--- src/rtl/pistormx_pkg.sv ---
// Shared Pi interface definitions: register selects and the queued 68K bus operation.
package pistormx_pkg;

  localparam logic [1:0] REG_DATA    = 2'd0;
  localparam logic [1:0] REG_ADDR_LO = 2'd1;
  localparam logic [1:0] REG_ADDR_HI = 2'd2;
  localparam logic [1:0] REG_STATUS  = 2'd3;

  typedef struct packed {
    logic [23:1] a;
    logic [15:0] d;
    logic        a0;
    logic        sz;
    logic        rw;
  } bus_op_t;

  // Idle/cleared entry: a read with zero address and data.
  localparam bus_op_t BUS_OP_RESET = '{a: 23'd0, d: 16'd0, a0: 1'b0, sz: 1'b0, rw: 1'b1};

endpackage

--- src/rtl/pi_strobe_sync.sv ---
// Two-flop synchroniser for an asynchronous Pi strobe plus a rising-edge detector.
module pi_strobe_sync (
  input  logic clk,
  input  logic rst_n,
  input  logic clr_i,
  input  logic d_i,
  output logic pulse_o_c
);

  logic sync1_q;
  logic sync2_q;
  logic prev_q;

  always_ff @(posedge clk or negedge rst_n) begin
    if (!rst_n) begin
      sync1_q <= 1'b0;
      sync2_q <= 1'b0;
      prev_q  <= 1'b0;
    end else if (clr_i) begin
      sync1_q <= 1'b0;
      sync2_q <= 1'b0;
      prev_q  <= 1'b0;
    end else begin
      sync1_q <= d_i;
      sync2_q <= sync1_q;
      prev_q  <= sync2_q;
    end
  end

  // One-cycle pulse on the first synchronised high sample.
  assign pulse_o_c = sync2_q & ~prev_q;

endmodule

--- src/rtl/pi_txn_queue.sv ---
// Posted-transaction queue between the Pi register interface and the 68K bus sequencer.
// Reads act as barriers: nothing further is issued until their data returns.
module pi_txn_queue
  import pistormx_pkg::*;
#(
  parameter int unsigned DEPTH = 4
) (
  input  logic        c7m,
  input  logic        reset_n,
  input  logic        pi_wr,
  input  logic [1:0]  pi_a,
  input  logic [15:0] pi_d,
  input  logic        flush,
  output logic        pi_busy,
  output logic [15:0] rd_data,
  output logic        overflow,
  output logic        op_valid,
  output logic [23:1] op_a,
  output logic [15:0] op_d,
  output logic        op_a0,
  output logic        op_sz,
  output logic        op_rw,
  input  logic        op_ack,
  input  logic        op_done,
  input  logic [15:0] op_rdata
);

  localparam int unsigned PTR_W = $clog2(DEPTH);
  localparam int unsigned CNT_W = PTR_W + 1;

  logic wr_pulse;

  logic [23:1] stage_a_q,  stage_a_d;
  logic [15:0] stage_d_q,  stage_d_d;
  logic        stage_a0_q, stage_a0_d;
  logic        stage_sz_q, stage_sz_d;
  logic        stage_rw_q, stage_rw_d;

  bus_op_t     mem_q [DEPTH];
  bus_op_t     mem_d [DEPTH];
  logic [PTR_W-1:0] wr_ptr_q, wr_ptr_d;
  logic [PTR_W-1:0] rd_ptr_q, rd_ptr_d;
  logic [CNT_W-1:0] count_q,  count_d;
  logic [CNT_W-1:0] rdq_cnt_q, rdq_cnt_d;

  logic        read_pending_q, read_pending_d;
  logic        overflow_q,     overflow_d;
  logic [15:0] rd_data_q,      rd_data_d;
  logic        busy_q,         busy_d;

  logic        push_req;
  logic        push;
  logic        pop;
  logic        full;
  bus_op_t     new_op;
  bus_op_t     head;

  pi_strobe_sync u_wr_sync (
    .clk       (c7m),
    .rst_n     (reset_n),
    .clr_i     (flush),
    .d_i       (pi_wr),
    .pulse_o_c (wr_pulse)
  );

  assign head     = mem_q[rd_ptr_q];
  assign op_valid = (count_q != '0) && !read_pending_q;
  assign full     = (count_q == CNT_W'(DEPTH));
  assign push_req = wr_pulse && (pi_a == REG_ADDR_HI);
  assign push     = push_req && !full;
  assign pop      = op_ack && op_valid;

  always_comb begin
    stage_a_d      = stage_a_q;
    stage_d_d      = stage_d_q;
    stage_a0_d     = stage_a0_q;
    stage_sz_d     = stage_sz_q;
    stage_rw_d     = stage_rw_q;
    mem_d          = mem_q;
    wr_ptr_d       = wr_ptr_q;
    rd_ptr_d       = rd_ptr_q;
    count_d        = count_q;
    rdq_cnt_d      = rdq_cnt_q;
    read_pending_d = read_pending_q;
    overflow_d     = overflow_q;
    rd_data_d      = rd_data_q;
    busy_d         = 1'b0;

    // Register decode; ADDR_HI fields feed the push in the same cycle.
    if (wr_pulse) begin
      case (pi_a)
        REG_DATA: stage_d_d = pi_d;
        REG_ADDR_LO: begin
          stage_a_d[15:1] = pi_d[15:1];
          stage_a0_d      = pi_d[0];
        end
        REG_ADDR_HI: begin
          stage_a_d[23:16] = pi_d[7:0];
          stage_sz_d       = pi_d[8];
          stage_rw_d       = pi_d[9];
        end
        default: ;
      endcase
    end

    new_op = '{a: stage_a_d, d: stage_d_d, a0: stage_a0_d, sz: stage_sz_d, rw: stage_rw_d};

    if (push) begin
      mem_d[wr_ptr_q] = new_op;
      wr_ptr_d        = wr_ptr_q + PTR_W'(1);
    end
    if (push_req && full) begin
      overflow_d = 1'b1;
    end

    if (pop) begin
      rd_ptr_d = rd_ptr_q + PTR_W'(1);
      if (head.rw) begin
        read_pending_d = 1'b1;
      end
    end

    count_d   = count_q + CNT_W'(push) - CNT_W'(pop);
    rdq_cnt_d = rdq_cnt_q + CNT_W'(push && new_op.rw) - CNT_W'(pop && head.rw);

    if (op_done && read_pending_q) begin
      rd_data_d      = op_rdata;
      read_pending_d = 1'b0;
    end

    // Hold the Pi while it must wait: full queue or a read outstanding anywhere.
    busy_d = push_req || (count_d == CNT_W'(DEPTH)) || read_pending_d || (rdq_cnt_d != '0);

    if (flush) begin
      stage_a_d      = '0;
      stage_d_d      = '0;
      stage_a0_d     = 1'b0;
      stage_sz_d     = 1'b0;
      stage_rw_d     = 1'b1;
      mem_d          = '{default: BUS_OP_RESET};
      wr_ptr_d       = '0;
      rd_ptr_d       = '0;
      count_d        = '0;
      rdq_cnt_d      = '0;
      read_pending_d = 1'b0;
      busy_d         = 1'b0;
    end
  end

  always_ff @(posedge c7m or negedge reset_n) begin
    if (!reset_n) begin
      stage_a_q      <= '0;
      stage_d_q      <= '0;
      stage_a0_q     <= 1'b0;
      stage_sz_q     <= 1'b0;
      stage_rw_q     <= 1'b1;
      mem_q          <= '{default: BUS_OP_RESET};
      wr_ptr_q       <= '0;
      rd_ptr_q       <= '0;
      count_q        <= '0;
      rdq_cnt_q      <= '0;
      read_pending_q <= 1'b0;
      overflow_q     <= 1'b0;
      rd_data_q      <= '0;
      busy_q         <= 1'b0;
    end else begin
      stage_a_q      <= stage_a_d;
      stage_d_q      <= stage_d_d;
      stage_a0_q     <= stage_a0_d;
      stage_sz_q     <= stage_sz_d;
      stage_rw_q     <= stage_rw_d;
      mem_q          <= mem_d;
      wr_ptr_q       <= wr_ptr_d;
      rd_ptr_q       <= rd_ptr_d;
      count_q        <= count_d;
      rdq_cnt_q      <= rdq_cnt_d;
      read_pending_q <= read_pending_d;
      overflow_q     <= overflow_d;
      rd_data_q      <= rd_data_d;
      busy_q         <= busy_d;
    end
  end

  assign pi_busy  = busy_q;
  assign overflow = overflow_q;
  assign rd_data  = rd_data_q;
  assign op_a     = head.a;
  assign op_d     = head.d;
  assign op_a0    = head.a0;
  assign op_sz    = head.sz;
  assign op_rw    = head.rw;

endmodule

--- config.mk ---
export PLATFORM = sky130hd
export DESIGN_NAME = pi_txn_queue
export DESIGN_NICKNAME = d
export VERILOG_FILES = /design/src/rtl/pistormx_pkg.sv /design/src/rtl/pi_strobe_sync.sv /design/src/rtl/pi_txn_queue.sv
export SDC_FILE = /design/constraint.sdc
export NUM_CORES = 1
export LEC_CHECK = 0
export ABC_AREA = 1
export BUFFER_PORTS_ARGS = -buffer_cell sky130_fd_sc_hd__buf_2
export CAP_MARGIN = 20
export CORE_MARGIN = 2
export CORE_UTILIZATION = 60
export CTS_CLUSTER_SIZE = 8
export DETAILED_ROUTE_END_ITERATION = 10
export PLACE_DENSITY = 0.88
export SYNTH_ARGS = -nofsm -noshare
export SYNTH_HDL_FRONTEND = slang
export SYNTH_HIERARCHICAL = 1
export SYNTH_SLANG_ARGS = --single-unit
--- constraint.sdc ---
create_clock -name c7m -period 2.7 [get_ports c7m]
set_input_delay 0.27 -clock c7m [delete_from_list [all_inputs] [get_ports c7m]]
set_output_delay 0.27 -clock c7m [all_outputs]
set_load 0.01 [all_outputs]
* Yosys cells after proc, flatten, opt, wreduce, memory -nomap -nowiden
Index checks and enable logic that the tools add are counted.
** Storage, ports and cells
- Input bits :: 40
- Register bits after elaboration :: 242
- Logic and storage cells :: 110
** Cells by class
- Magnitude comparators :: 3
- Add/sub/neg operators :: 6
- Eq/ne operators :: 4
- Bitwise operators :: 4
- Reductions and logical operators :: 19
- Muxes and demuxes :: 38
** Operator list (number)
- $mux W168 :: 2
- $bwmux W168 :: 1
- $mux W42 :: 3
- $bmux W42 S2 :: 1
- $demux W42 S2 :: 1
- $mux W16 :: 3
- $mux W23 :: 2
- $mux W1 :: 17
- $mux W15 :: 1
- $logic_and A1 B1 Y1 :: 9
- $mux W2 :: 4
- $mux W8 :: 1
- $add A3 B1 Y3 :: 2
- $eq A3 B3 Y1 const B :: 2
- $ge A3 B3 Y1 const B :: 2
- $mux W3 :: 2
- $not A2 Y3 :: 2
- $reduce_bool A3 Y1 :: 2
- $sub A3 B1 Y3 :: 2
- $add A2 B1 Y2 const B :: 2
- $reduce_bool A2 Y1 :: 2
- $logic_or A1 B1 Y1 :: 3
- $lt A3 B1 Y1 const B :: 1
- $eq A2 B1 Y1 const B :: 1
- 5 further kinds :: 6

* Longest topological paths before layout
Gate-level depths: netlist of the first run.
- Depth in word-level cells :: 11
- Mapped depth :: 20

* Hierarchy
Netlist of the first run, hierarchy kept.
** By module, submodules not included
- pi_txn_queue :: area an instance 10958.0 um^2, cells each 1309, times used 1, seq. area each 5987.0 um^2
- pi_strobe_sync :: area an instance 101.3 um^2, cells each 10, times used 1, seq. area each 75.1 um^2

* Worst setup path after synthesis of the first run
Ideal clock, no wire load.
- Path type :: register -> register
- From :: register u_wr_sync.prev_q
- To :: register busy_q, in the netlist pi_busy
- Path buffers :: 0
- Setup time :: 0.119 ns
- Required time :: 2.581 ns
- Stages on the path, launching flop included :: 20
- Arrival time :: 2.348 ns
- Clock period less this slack :: 2.466 ns
- Path slack :: 0.234 ns
- Cells stage by stage :: dfrtp_1 > nor2_1 > nand3_2 > inv_2 > nand2_4 > inv_2 > nand2_1 > ha_1 > inv_1 > ha_1 > inv_1 > fa_1 > inv_1 > nand2_1 > nand2_1 > nand2_1 > nand3_1 > nand2_1 > nor2_1 > nand2_1
** On the way
- Word-level cells in the longest chain between the ends :: 11
- Elaborated cells between the ends (all ways) :: 16
** Ends and longest elaborated chain
- start: declaration :: line pi_strobe_sync.sv:12 : logic prev_q;
- start signal: assignment :: line pi_strobe_sync.sv:26 : prev_q <= sync2_q;
- $not A1 Y1 * :: line pi_strobe_sync.sv:31 : assign pulse_o_c = sync2_q & ~prev_q;
- $and A1 B1 Y1 * :: line pi_strobe_sync.sv:31
- via wr_pulse :: line pi_txn_queue.sv:31 : logic wr_pulse;
- $logic_and A1 B1 Y1 :: line pi_txn_queue.sv:69 : assign push_req = wr_pulse && (pi_a == REG_ADDR_HI);
- $logic_and A1 B1 Y1 :: line pi_txn_queue.sv:70 : assign push = push_req && !full;
- $add A3 B1 Y3 :: line pi_txn_queue.sv:123 : count_d = count_q + CNT_W'(push) - CNT_W'(pop);
- $sub A3 B1 Y3 :: line pi_txn_queue.sv:123
- $eq A3 B3 Y1 :: line pi_txn_queue.sv:132 : busy_d = push_req || (count_d == CNT_W'(DEPTH)) || read_pending_d || (rdq_cnt_d != '0);
- $logic_or A1 B1 Y1 (2 in series) :: line pi_txn_queue.sv:132
- $logic_or A1 B1 Y1 * :: line pi_txn_queue.sv:132
- $mux W1 * :: line pi_txn_queue.sv:134 : if (flush) begin
- via busy_d :: line pi_txn_queue.sv:49 : logic busy_q, busy_d;
- end signal: assignment :: line pi_txn_queue.sv:180 : busy_q <= busy_d;
- end: declaration :: line pi_txn_queue.sv:49
The timed path passes the listed nets; every way through them passes the cells marked *.
A chain may end at the register's enable or synchronous reset.

* Worst setup path after layout of the first run
- From :: register rd_ptr_q[0]
- To :: output op_a[15] (netlist name)
** On the way
- Word-level cells in the longest chain between the ends :: 4
** Ends and longest elaborated chain
- start: declaration :: line pi_txn_queue.sv:42 : logic [PTR_W-1:0] rd_ptr_q, rd_ptr_d;
- start signal: assignment :: line pi_txn_queue.sv:174 : rd_ptr_q <= rd_ptr_d;
- $not A2 Y3 (implied by the code) :: line pi_txn_queue.sv:66 : assign head = mem_q[rd_ptr_q];
- $bmux W42 S2 :: line pi_txn_queue.sv:66
- $mux W42 (implied by the code) (2 in series) :: line pi_txn_queue.sv:66
- end: declaration :: line pi_txn_queue.sv:18 : output logic [23:1] op_a,
Every way passes these cells. The select of a mux whose other input is x is not followed.

==> results summary, run 1 <==
The via total after detailed routing is just under 10,000. The count of pins over their slew limit came out at 0. When the netlist entered floorplanning its net count stood at about 1,400. The number of antenna violations at the first check in global routing is 1.

In the final layout, the multi-input gates occupy 4230 sq um. The worst setup path is of the reg -> out kind. The final hold violation count came out at 0.

The tree built by TritonCTS fans out to 242 sinks. By instance count, the leading cell after synthesis is sky130_fd_sc_hd__nand2_1. The number of clock buffers added by TritonCTS is 36. The share of synthesized flip-flops with an asynchronous set or reset came out at 100%.

The vertical extent of the die came out at 140 microns. Once the floorplan was initialized, standard cells occupied 61.4% of the core. The worst setup timing slack at the placement stage is ~0.18 ns. Data arrives at the worst endpoint at between 2 and 2.5 ns. Summed over all layers, the global routing overflow is 0. After routing the design area is between 10,000 and 15,000 sq um. STA puts the critical path data required time at approximately 2.4 ns.

The relative contribution of the clock network to total power is between 30% and 40%. The portion of total power attributed to combinational logic is approximately a quarter. Measured against its own limit, the worst slew margin works out to roughly half. The placed instances occupy a cell area of around 12,000 sq um. The most used flip-flop cell after synthesis is sky130_fd_sc_hd__dfrtp_1.

TritonCTS built the clock tree. The total global-route track usage is between 30% and 40%. The count of mapped cells out of synthesis came out at approximately 1,300. The via count of the first global-routing pass came out at 9,691. The count of synthesis-stage warnings from yosys is 6. CTS placed an instance of sky130_fd_sc_hd__clkbuf_16 at the clock tree root.

The wire length of the first global-routing pass is between 40 and 50 mm. The detail route stage leaves a number of antenna-violating nets equal to 0. The die outline width is 140 microns. The core area is roughly 18,000 sq um. STA classifies the critical path startpoint as a flop. The number of DRC violations after detailed-routing iteration 0 is about 1,200. The switching part of the total came out at a little under a third. Buffers placed on the I/O ports in this run total 100. The final critical-path setup slack came out at 0.119 ns.

For this design the top-level I/O count stands at between 100 and 150. At the pin with the least slew margin, the transition time is roughly 0.75 ns. The overall routed net length came out at a little over 30 mm. For this design the static power due to leakage is a little under 7 nW.

Detailed placement ended at an HPWL of ~17 mm. The number of flops mapped to enable cells by yosys came out at 0. The worst clock skew on the final layout is around 0.020 ns. The per-instance average area after synthesis came out at around 8.4 sq um. In the routed layout, each cell is associated on average with a via count of around 6.

Summed over all failing endpoints, the final setup total negative slack is 0 ns. The achievable frequency came out at about 390 MHz. The number of fill cells came out at 1,308. Registers take 6060 sq um.

Entering global routing, the biggest net connects 103 pins. Clock latency on the worst-skew pair, taken at its later pin, is about 0.5 ns. Dividing total power by cell area gives a power density of approximately 820 nW/um^2.

The run finished with clean final reports. The maximum buffer depth of the clock tree came out at 3. Compared with the post-synthesis result, the final layout area differs by 15.9%. After detailed routing, the average wire length per cell comes to 18.8 microns. In the final layout, the share of cells above drive strength 1 is between 10% and 20%.

The routed design could run at a clock period as short as 2.58 ns. The element type at the critical path end is a primary output. The synthesized design spends more area on one cell type than any other, namely sky130_fd_sc_hd__dfrtp_1. The cell total after placement came out at about 1,600. The share of Yosys cell area claimed by the top area cell type came out at a little over half. The maximum fanout count along the critical path came out at 85. The clock-pin slew on the worst setup and hold paths is approximately 0.050 ns. Sequential cells were found to cover a little over half of the synthesized design area. The net switching power figure is around 3.3 mW. The last weighted congestion value of the routability-driven placer is between 0.8 and 0.9. The classification of the worst-slack hold path is in -> reg.

The final period utilization is a little over nine tenths. The count of non-filler cells in the finished layout came out at about 1,600. The final layout net count is between 1,000 and 1,500. The relative contribution of sequential cells to total power is a little under two fifths. The internal power of the cells totals just over 7 mW. The worst ir drop on vdd came out at between 500 and 600 uV. The count of different cell masters after synthesis is 26. After synthesis, the most frequently instantiated cells are 293 x sky130_fd_sc_hd__nand2_1, 237 x sky130_fd_sc_hd__dfrtp_1, 194 x sky130_fd_sc_hd__nand3_1. The floorplan step defined a die boundary enclosing 19,500 sq um. The H-tree depth reported by CTS is 2. The number of optimization iterations in the first detailed-route pass came out at 6.

Across the run, the number of max-cap violations was 0. The count of endpoints failing setup in the final report is 0. Ranked by total cell area, the synthesized netlist is headed by sky130_fd_sc_hd__dfrtp_1 54%, sky130_fd_sc_hd__nand2_1 9.9%, sky130_fd_sc_hd__nand3_1 8.8%. The final routed DRC violation total is 0. The post-synthesis sequential element count is approximately 240. The total standard cell area after synthesis came out at 11,100 sq um. The floorplan has 49 rows.
## final timing paths
kind                       slack (ns)        start          to  cells past startpoint
max                              0.12  rd_ptr_q[0]    op_a[15]                      5
min                             0.007  op_rdata[5]  rd_data[5]                      2
max reg2reg                      0.18     mem_q[0]     pi_busy                     19
min reg2reg                      0.46   mem_q[124]  mem_q[124]                      2
max in group asynchronous        1.45      reset_n   mem_q[13]                      3
min in group asynchronous        0.36      reset_n  mem_q[128]                      2
## logic make-up after synthesis
family | synth area share, %
compound gates | 9.94
mux | 1.63
xor+xnor | 0.0792
fa+ha+maj | 1.15
buf+inv | 6.97
simple gates | 25.4
flops | 54.8
## placed cells by master, fill, tap and decap left out, types with 6 or more instances in the layout
cell                            instances
sky130_fd_sc_hd__nand2_1              293
sky130_fd_sc_hd__dfrtp_1              236
sky130_fd_sc_hd__nand3_1              194
sky130_fd_sc_hd__o21ai_0              142
sky130_fd_sc_hd__nor2_1               128
sky130_fd_sc_hd__buf_2                 99
sky130_fd_sc_hd__inv_1                 98
sky130_fd_sc_hd__o22ai_1               41
sky130_fd_sc_hd__clkbuf_16             37
sky130_fd_sc_hd__nor2_2                25
sky130_fd_sc_hd__o21ai_1               25
sky130_fd_sc_hd__buf_4                 23
sky130_fd_sc_hd__mux2_2                16
sky130_fd_sc_hd__ha_1                   7
sky130_fd_sc_hd__dlygate4sd3_1          7
sky130_fd_sc_hd__nand2_2                6
sky130_fd_sc_hd__clkbuf_1               6
## power by group through the flow
stage / Sequential [mW] / Combinational, mW / Clock [mW]
after floorplan: 4.08 / 1.53 / 0
after global placement: 4.01 / 2.49 / 0
after detailed placement: 4.03 / 2.54 / 0
after CTS: 3.98 / 2.57 / 3.98
after global routing: 4.00 / 2.84 / 4.16
final: 3.98 / 2.62 / 3.96
## flip-flops by register name, indices dropped and copies added, names as in the netlist, 2 cells and up
name / count
rdq_cnt_q: 3
count_q: 3
stage_d_q: 16
rd_ptr_q: 2
mem_q: 168
wr_ptr_q: 2
stage_a_q: 23
rd_data: 16
## worst max-delay path, cell delays in order, from the launching register on
cell	delay (ns)
sky130_fd_sc_hd__dfrtp_2	0.43
sky130_fd_sc_hd__inv_2	0.08
sky130_fd_sc_hd__buf_6	0.53
sky130_fd_sc_hd__o21ai_0	0.21
sky130_fd_sc_hd__o22ai_1	0.34
sky130_fd_sc_hd__buf_2	0.20
## layout make-up
type                    instances  share of cell area [%]
clock inverters                 3                   0.195
diodes                          1                  0.0195
well taps                     229                    2.24
flip-flops and latches        242                    47.3
inverters                     103                    3.03
repair buffers                136                    6.75
multi-input cells             888                    33.0
clock buffers                  43                    7.40
## through the flow
step           hold WS, ns  util (%)  total power, mW
5_1_grt            0.00535      71.1             11.0
2_1_floorplan      -0.0256         -             5.61
3_3_place_gp         0.312      65.2             6.50
3_5_place_dp         0.317      65.2             6.57
4_1_cts            0.00280      71.0             10.5
6_report           0.00654      71.1             10.6
## per-layer routing
| layer | GRT usage (%) | routed length [microns] |
|---|---|---|
| met1 | 41.1 | 11700 |
| met2 | 53.1 | 14900 |
| met3 | 6.19 | 3170 |
| met4 | 12.7 | 1100 |
| met5 | 0 | 0 |
## timing repair
action                                  4_1_cts  5_1_grt
endpoints found under the hold margin        82        0
hold buffers                                  7        0
pin swaps                                     0        1
endpoints found under the setup margin        1        1
resized for setup                             1        3
setup buffers                                 0        1
Note: power is estimated with default switching activity, not from simulation.
==> run 2: changes to the inputs <==
--- a/config.mk
+++ b/config.mk
@@ -12,8 +12,8 @@
 export CORE_UTILIZATION = 60
 export CTS_CLUSTER_SIZE = 8
 export DETAILED_ROUTE_END_ITERATION = 10
+export MAX_ROUTING_LAYER = met4
 export PLACE_DENSITY = 0.88
 export SYNTH_ARGS = -nofsm -noshare
 export SYNTH_HDL_FRONTEND = slang
-export SYNTH_HIERARCHICAL = 1
 export SYNTH_SLANG_ARGS = --single-unit
==> run 2 against run 1 <==
  * Synthesized cell count up 1.4%
  * Global-route usage up 1.1 points
  * Core utilization up 0.43 points
==> results summary, run 2 <==
The flow ran to the end, and the final reports show no timing, DRC or antenna violations. The vertical extent of the die came out at 140 microns. The pin count of the biggest net entering global routing came out at 70. The wire length of the first global-routing pass came out at 50.2 mm. The routed wire length per instance came out at ~19 microns. The critical path starts at mem_q[84]. The maximum buffer depth of the clock tree is 3. The data required time at the worst endpoint is between 3 and 4 ns. For this run, the top clock speed supported by timing is 395 MHz. The minimum clock period came out at 2.53 ns. After the last flow step, the layout net total stands at around 1,500. The utilization after layout came out at between 70% and 80%. The estimated wirelength of the detail-placed design came out at about 18 mm.

STA classifies the critical path endpoint as a flop. The count of different cell masters after synthesis is 29. The combined flip-flop and latch cell area is 6060 sq um. Sorting the synthesized cells by how often they occur yields 473 x sky130_fd_sc_hd__nand2_1, 237 x sky130_fd_sc_hd__dfrtp_1, 153 x sky130_fd_sc_hd__nor2_1. The basic-gate share of the synthesized area counting and, or, nand and nor cells is 28.0%. The count of endpoints failing setup in the final report is 0. In the final layout, the registers with the most flip-flops are mem_q (168), stage_a_q (23). The cell chosen for the clock root is sky130_fd_sc_hd__clkbuf_16. The worst ir drop on vdd is ~650 uV.

The biggest area contributor in the post-synthesis netlist is sky130_fd_sc_hd__dfrtp_1. The final period utilization is between 90 and 100%. Summing every instance area after synthesis gives around 11,000 sq um.

For this run, design rule violations remaining after detail routing come to 0. The number of optimization iterations in the first detailed-route pass came out at 5. The clock-pin slew on the worst setup and hold paths is about 0.050 ns. Yosys attributes the largest share of cell area to sky130_fd_sc_hd__dfrtp_1 53%, sky130_fd_sc_hd__nand2_1 16%, sky130_fd_sc_hd__nor2_1 5.2%.

The die outline area is 19,600 sq um. The number of flops mapped to enable cells by yosys came out at 0. Among all cell types in the netlist, the one instantiated most often is sky130_fd_sc_hd__nand2_1.

The placement row count is just under 50. The number of violations of the max-capacitance limit came out at 0. The initial cell density of the core is 61.5%. The number of diodes added for antenna fixing is 0. The path class of the tightest hold or removal check is in -> reg. The flip-flop count of the largest register after layout came out at 168.

The H-tree depth reported by CTS is 2. For this run, the leading register cell type out of synthesis is sky130_fd_sc_hd__dfrtp_1. The sequential-to-total area share from yosys stat came out at between 50% and 60%. For the worst-skew pair, the clock arrives at the later sink with an insertion delay of ~0.51 ns. For this design, the slowest cell found on the critical path is sky130_fd_sc_hd__dfstp_2. The cell total after placement came out at ~1,600. The total global-route track usage came out at between 30 and 40%. The count of synthesis-stage warnings from yosys came out at 0.

The routed layout has 10,000 vias. In this run the critical register-to-register path is launched from mem_q[84]. The share of Yosys cell area claimed by the top area cell type came out at a little over half.

The synthesized-area fraction occupied by ao, oa, aoi and oai cells came out at 7.88%. Counting flops with an async set or reset pin after synthesis yields a share of between 90% and 100%. In the layout the commonest cells are 470 x sky130_fd_sc_hd__nand2_1, 235 x sky130_fd_sc_hd__dfrtp_1, 150 x sky130_fd_sc_hd__nor2_1, 109 x sky130_fd_sc_hd__o21ai_0, 99 x sky130_fd_sc_hd__buf_2.

The overall routed net length is ~31 mm. The analysis attributes to cell leakage a power of between 6 and 7 nW. The register with the most flip-flops in the final layout is mem_q.

The leftover overflow at the end of global routing came out at 0. The worst stage delay on the critical path came out at between 0.5 and 0.6 ns. The count of mapped cells out of synthesis came out at 1,337. The share of layout cells above drive strength 1 came out at 16.6%. The number of port buffers is 100.

The worst hold path begins at op_rdata[5]. The final hold violation count is 0. The die outline width came out at 140 microns. The count of non-filler cells in the finished layout is around 1,700. The maximum fanout count along the critical path came out at 2. The number of antenna violations at the first check in global routing is 0. The proportion of synthesized area in mux cells is between 1.5 and 2%.

The synthesized net count came out at 1,386. The synthesized-area fraction occupied by xor and xnor cells is 0.0790%. TritonCTS built the clock tree. The per-instance average area after synthesis is 8.30 sq um. The number of fill cells came out at 1,258. The count of nets left with antenna violations after detail routing came out at 0. The critical path goes through inv_1 -> nand2_1 -> nand3_1 -> nand2_2 -> nand2_1 -> inv_1 -> ha_1 -> inv_1 -> ha_1 -> inv_1 -> fa_1 -> inv_1 -> nor2_1 -> nand2_1 -> nand2_1 -> nand2_1 -> nor2_1 -> nand2_1.

The total number of clock tree sinks is between 200 and 250. The relative max-transition margin is a little over half. The largest family of logic cells by synthesized area is simple AND/OR/NAND/NOR gates.

The post-synthesis sequential element count came out at between 200 and 250. In this design, the critical path's most frequently occurring cell is sky130_fd_sc_hd__nand2_1. The number of DRC violations after detailed-routing iteration 0 is 1,215. The measured slew at the worst slew-check pin came out at approximately 0.7 ns. At the end of routability-driven placement, the weighted congestion stood at 0.896. Across the routed clock network, the largest skew measured is around 0.021 ns.

The number of buffers created by CTS came out at 36. The power per cell area came out at 841 nW/um^2. The worst setup path is launched from a flop. The via count of the first global-routing pass came out at 10,200. The count of pins over their slew limit is 0. The per-cell via count in the routed design is between 5 and 6. By startpoint and endpoint, the worst setup path is classified as reg -> reg. The adder and majority gate portion of the synthesized area is around 1.2%.

The data arrival at the endpoint of the critical path is around 2.9 ns. The core area is approximately 18,000 sq um. The most common library cell in the layout ignoring fill and taps is sky130_fd_sc_hd__nand2_1.

The combined area of the multi-input logic cells is ~4300 sq um. From synthesis to final layout, the design area changed by 16.2%. In this run the count of I/O pins placed on the die edge is ~100.
-- run 2: worst paths after layout --
check | to | slack, ns | cells past startpoint
min reg2reg | mem_q[113] | 0.47 | 2
min | rd_data[5] | 0.007 | 2
max in group asynchronous | mem_q[138] | 1.70 | 3
max reg2reg | pi_busy | 0.17 | 18
max | pi_busy | 0.17 | 18
min in group asynchronous | rd_data[0] | 0.28 | 2
-- run 2: timing repair --
action                     in CTS  in global routing
gates resized for setup         1                  9
setup endpoints to repair       1                  1
buffers inserted                0                  1
hold endpoints to repair       57                  0
pin swaps                       0                  3
hold buffers                   13                  0
-- run 2: cell families after synthesis --
family	count (synthesis)
AO/OA/AOI/OAI	164
XOR/XNOR	1
adder cells (fa/ha/maj)	9
buffers and inverters	157
flip-flops	242
multiplexers	16
AND/OR/NAND/NOR	748
-- run 2: area by class of cell --
cell class                      instances  area share [%]
Clock buffer                           44            7.39
Multi-Input combinational cell        938            33.5
Inverter                               78            2.35
Clock inverter                          3           0.204
Sequential cell                       242            47.0
Timing Repair Buffer                  146            7.28
Tap cell                              229            2.22
-- run 2: worst max-delay path: cells and delay by family, from the launching register on --
kind                       cells  cell delay (ns)
adders and majority gates      3             0.83
and+or+nand+nor               10             0.78
DFF                            1             0.53
buffers and inverters          5             0.27
-- run 2: routing by layer --
| metal | track usage, % | vias to the layer above | routed length (microns) |
|---|---|---|---|
| met5 | - | - | 0 |
| met2 | 52.2 | 626 | 15000 |
| met3 | 6.70 | 112 | 3110 |
| met4 | 13.7 | 0 | 1010 |
| li1 | - | 4453 | - |
| met1 | 41.6 | 4827 | 12000 |
-- run 2: through the flow --
| stage | total power, mW | hold WS, ns | TNS [ns] | cell area [sq um] | setup slack, ns |
|---|---|---|---|---|---|
| floorplan | 5.72 | -0.0256 | 0 | 11100 | 0.186 |
| global placement | 6.71 | 0.215 | 0 | 11700 | 0.178 |
| detailed placement | 6.78 | 0.221 | 0 | 11700 | 0.0458 |
| CTS | 10.8 | 0.00109 | 0 | 12900 | 0.0697 |
| global route | 11.3 | 0.00418 | -0.0102 | 12900 | -0.0102 |
| finish | 10.8 | 0.00682 | 0 | 12900 | 0.166 |
-- run 2: power by group --
part	total, mW	switching, mW	internal, mW	leakage, nW
logic	2.87	1.84	1.04	3.20
clock network	3.98	1.53	2.45	0.477
registers	3.99	0.139	3.85	3.31
total	10.8	3.50	7.34	6.99
==> run 3: changes to the inputs <==
--- a/config.mk
+++ b/config.mk
@@ -14,6 +14,7 @@
 export DETAILED_ROUTE_END_ITERATION = 10
 export MAX_ROUTING_LAYER = met4
 export PLACE_DENSITY = 0.88
+export SLEW_MARGIN = 0
 export SYNTH_ARGS = -nofsm -noshare
 export SYNTH_HDL_FRONTEND = slang
 export SYNTH_SLANG_ARGS = --single-unit
==> constraint.sdc (replaced) <==
create_clock -name c7m -period 2.8 [get_ports c7m]
set_input_delay 0.28 -clock c7m [delete_from_list [all_inputs] [get_ports c7m]]
set_output_delay 0.28 -clock c7m [all_outputs]
set_load 0.01 [all_outputs]
==> run 3 against run 2 <==
  * Critical path depth unchanged
  * Cell count decreased by 0.48%
  * Sequential power decreased by 4%
  * Global-route usage decreased by 0.34 points
  * Sequential cell count unchanged
  * Largest cell class unchanged
  * Largest power group is now clock
==> results summary, run 3 (same netlist as run 2, synthesis figures left out) <==
The summed negative setup slack over all endpoints is 0 ns. The largest registers in the layout are mem_q (168), stage_a_q (23). STA classifies the critical path startpoint as a flop. The final layout net count is ~1,500. The register with the most flip-flops in the final layout is mem_q.

The number of buffer and inverter stages on the critical path is 5. The number of antenna violations at the first check in global routing came out at 0. The count of non-filler cells in the finished layout is around 1,700. The clock-pin slew on the worst setup and hold paths came out at ~0.050 ns. The number of fill cells came out at 1,296. The endpoint identified for the worst register-to-register timing path is pi_busy. By instance count, the cell type seen most on the critical path is sky130_fd_sc_hd__nand2_1. The worst stage delay on the critical path came out at 0.53 ns. The power per cell area came out at ~820 nW/um^2. The final routed DRC violation total came out at 0.

The count of pins over their slew limit was 0. STA classifies the critical path endpoint as a flop. The core area came out at approximately 18,000 sq um.

The startpoint of the lowest-slack hold path is op_rdata[0]. The post-layout total power came out at approximately 11 mW. The number of port buffers came out at 100. The number of diodes added for antenna fixing came out at 0. Across the VDD grid, the largest voltage drop is 634 uV. The first TritonRoute pass finished after 6 iterations.

The path with the worst hold slack has its endpoint at rd_data[0]. In this design, the largest share of critical-path delay is due to adder cells. The I/O pin count is between 100 and 150. The number of cells on the worst reg-to-reg path is 18. CTS saw approximately 240 sinks.

The initialized floorplan defines 49 standard-cell rows. The met2 wire length came out at between 10 and 15 mm. In this run the horizontal extent of the chip is about 140 microns. The static leakage power is roughly 7 nW. The critical path is of the reg -> reg type. The number of violations of the max-capacitance limit came out at 0.

The estimated wirelength of the detail-placed design is 17.7 mm. The measured slew at the worst slew-check pin is 0.856 ns. The signal on the critical path passes through inv_1 -> nand2_2 -> nor2_4 -> nand2_4 -> inv_2 -> nand2_1 -> ha_1 -> inv_1 -> ha_1 -> inv_1 -> fa_1 -> inv_1 -> nor2_1 -> nand2_1 -> nand2_1 -> nand2_1 -> nor2_1 -> nand2_1. The detailed router put a total of 11.9 mm of wire on met1. The data arrival at the endpoint of the critical path is 2.95 ns. After the first detailed-routing iteration, the DRC count stood at a little over 1,000.

The TritonCTS clock tree is built. In the routed layout, each cell is associated on average with a via count of between 5 and 6. Counting I/O delays and the setup requirement, the final critical path takes between 2 and 3 ns.

The top cell types in the final layout, fill and taps aside, are 471 x sky130_fd_sc_hd__nand2_1, 236 x sky130_fd_sc_hd__dfrtp_1, 150 x sky130_fd_sc_hd__nor2_1, 109 x sky130_fd_sc_hd__o21ai_0, 99 x sky130_fd_sc_hd__buf_2. The run finished with clean final reports. The slowest stage of the critical path is the sky130_fd_sc_hd__fa_1 cell. The total global-route track usage is about 33%. The share of layout cells above drive strength 1 came out at 16.2%. The post-route cell area is 12,800 sq um. The count of endpoints failing setup in the final report is 0. After detailed routing, the average wire length per cell comes to between 15 and 20 microns. The cell sitting at the root of the clock tree is a sky130_fd_sc_hd__clkbuf_16. In this run the critical register-to-register path is launched from u_wr_sync.prev_q. The final hold violation count was 0.

The maximum buffer depth of the clock tree came out at 3. The worst clock skew on the final layout came out at approximately 0.015 ns. The H-tree depth reported by CTS is 2. The number of buffers created by CTS came out at 36. Entering global routing, the biggest net connects 75 pins. Based on the critical path, the design can be clocked at up to 391 MHz. The die outline area is a little under 20,000 sq um. Once placement finished, the instance area stood at 11,700 sq um. The maximum fanout count along the critical path came out at 4.

The vertical extent of the die came out at between 100 and 150 microns. The final layout contains routed wiring with a total length of 30.7 mm. The highest layer touched by signal routing is met4. The cell total after placement is about 1,600. The minimum setup slack among reg-to-reg paths came out at about 0.24 ns.

The final critical path takes up 91.4% of the cycle. The via total after detailed routing came out at about 9,900. The initial cell density of the core is between 60% and 70%.

The clock latency at the later pin of the worst-skew pair is between 0.5 and 0.6 ns. The last weighted congestion value of the routability-driven placer is between 0.8 and 0.9. Relative to the synthesized area, the layout overhead comes to 15.3%. The worst hold path stage count came out at 2. The length of routed met3 wiring came out at roughly 3.1 mm. The wire length of the first global-routing pass came out at 49.4 mm. The library cell used most frequently in the layout, excluding fill and tap cells, is sky130_fd_sc_hd__nand2_1. Once detail routing completed, the nets flagged for antenna violations numbered 0. The classification of the worst-slack hold path is in -> reg. The leftover overflow at the end of global routing is 0. The flip-flop count of the largest register after layout came out at between 150 and 200. The data required time at the worst endpoint came out at about 3.2 ns. The via count of the first global-routing pass was roughly 10,000. The relative max-transition margin is between 40% and 50%.
[run 3: area by class of cell]
cell class | count | area [sq um] | share of cell area [%]
inverters | 78 | 300 | 2.35
repair buffers | 131 | 801 | 6.26
clock inverters | 2 | 25.0 | 0.196
multi-input cells | 938 | 4310 | 33.7
clock buffers | 52 | 1000 | 7.85
flip-flops and latches | 242 | 6060 | 47.4
well taps | 229 | 287 | 2.24
[run 3: how the worst max path moves through the flow]
stage	from	to	slack [ns]	depth (start not counted)
3_3_place_gp	count_q[1]	pi_busy	0.23	17
2_1_floorplan	u_wr_sync.prev_q	pi_busy	0.29	18
6_report	u_wr_sync.prev_q	pi_busy	0.24	18
3_5_place_dp	count_q[1]	pi_busy	0.13	17
5_1_grt	u_wr_sync.prev_q	pi_busy	-0.005	18
4_1_cts	count_q[1]	pi_busy	0.12	17
[run 3: timing repair]
action                                  CTS  global route
endpoints found under the setup margin    0             1
hold buffers                              3             0
endpoints found under the hold margin    59             0
buffers inserted                          0             1
gates resized for setup                   0             6
[run 3: per-stage QoR]
| stage | setup slack [ns] | util (%) | hold slack (ns) |
|---|---|---|---|
| final | 0.241 | 71.0 | 0.00598 |
| after global routing | -0.00465 | 71.0 | 0.00790 |
| after CTS | 0.116 | 70.8 | 0.000884 |
| after detailed placement | 0.132 | 65.0 | 0.257 |
| after global placement | 0.235 | 65.0 | 0.253 |
| after floorplan | 0.286 | - | -0.0156 |
[run 3: routing by layer]
metal / track usage [%] / up-vias
li1: - / 4435
met1: 41.3 / 4715
met2: 50.8 / 616
met3: 7.15 / 109
met4: 14.2 / 0
met5: - / -
[run 3: worst reg2reg max path, cell delays in order (launching register included)]
cell,delay (ns)
sky130_fd_sc_hd__dfrtp_1,0.38
sky130_fd_sc_hd__inv_1,0.07
sky130_fd_sc_hd__nand2_2,0.07
sky130_fd_sc_hd__nor2_4,0.12
sky130_fd_sc_hd__nand2_4,0.09
sky130_fd_sc_hd__inv_2,0.10
sky130_fd_sc_hd__nand2_1,0.06
sky130_fd_sc_hd__ha_1,0.29
sky130_fd_sc_hd__inv_1,0.06
sky130_fd_sc_hd__ha_1,0.13
sky130_fd_sc_hd__inv_1,0.05
sky130_fd_sc_hd__fa_1,0.53
sky130_fd_sc_hd__inv_1,0.06
sky130_fd_sc_hd__nor2_1,0.09
sky130_fd_sc_hd__nand2_1,0.06
sky130_fd_sc_hd__nand2_1,0.08
sky130_fd_sc_hd__nand2_1,0.06
sky130_fd_sc_hd__nor2_1,0.09
sky130_fd_sc_hd__nand2_1,0.06
[run 3: where the power goes]
| part | total, mW | switching [mW] | internal [mW] |
|---|---|---|---|
| sequential | 3.84 | 0.124 | 3.71 |
| combinational | 2.71 | 1.74 | 0.965 |
| clock | 3.96 | 1.50 | 2.46 |
| total | 10.5 | 3.37 | 7.14 |
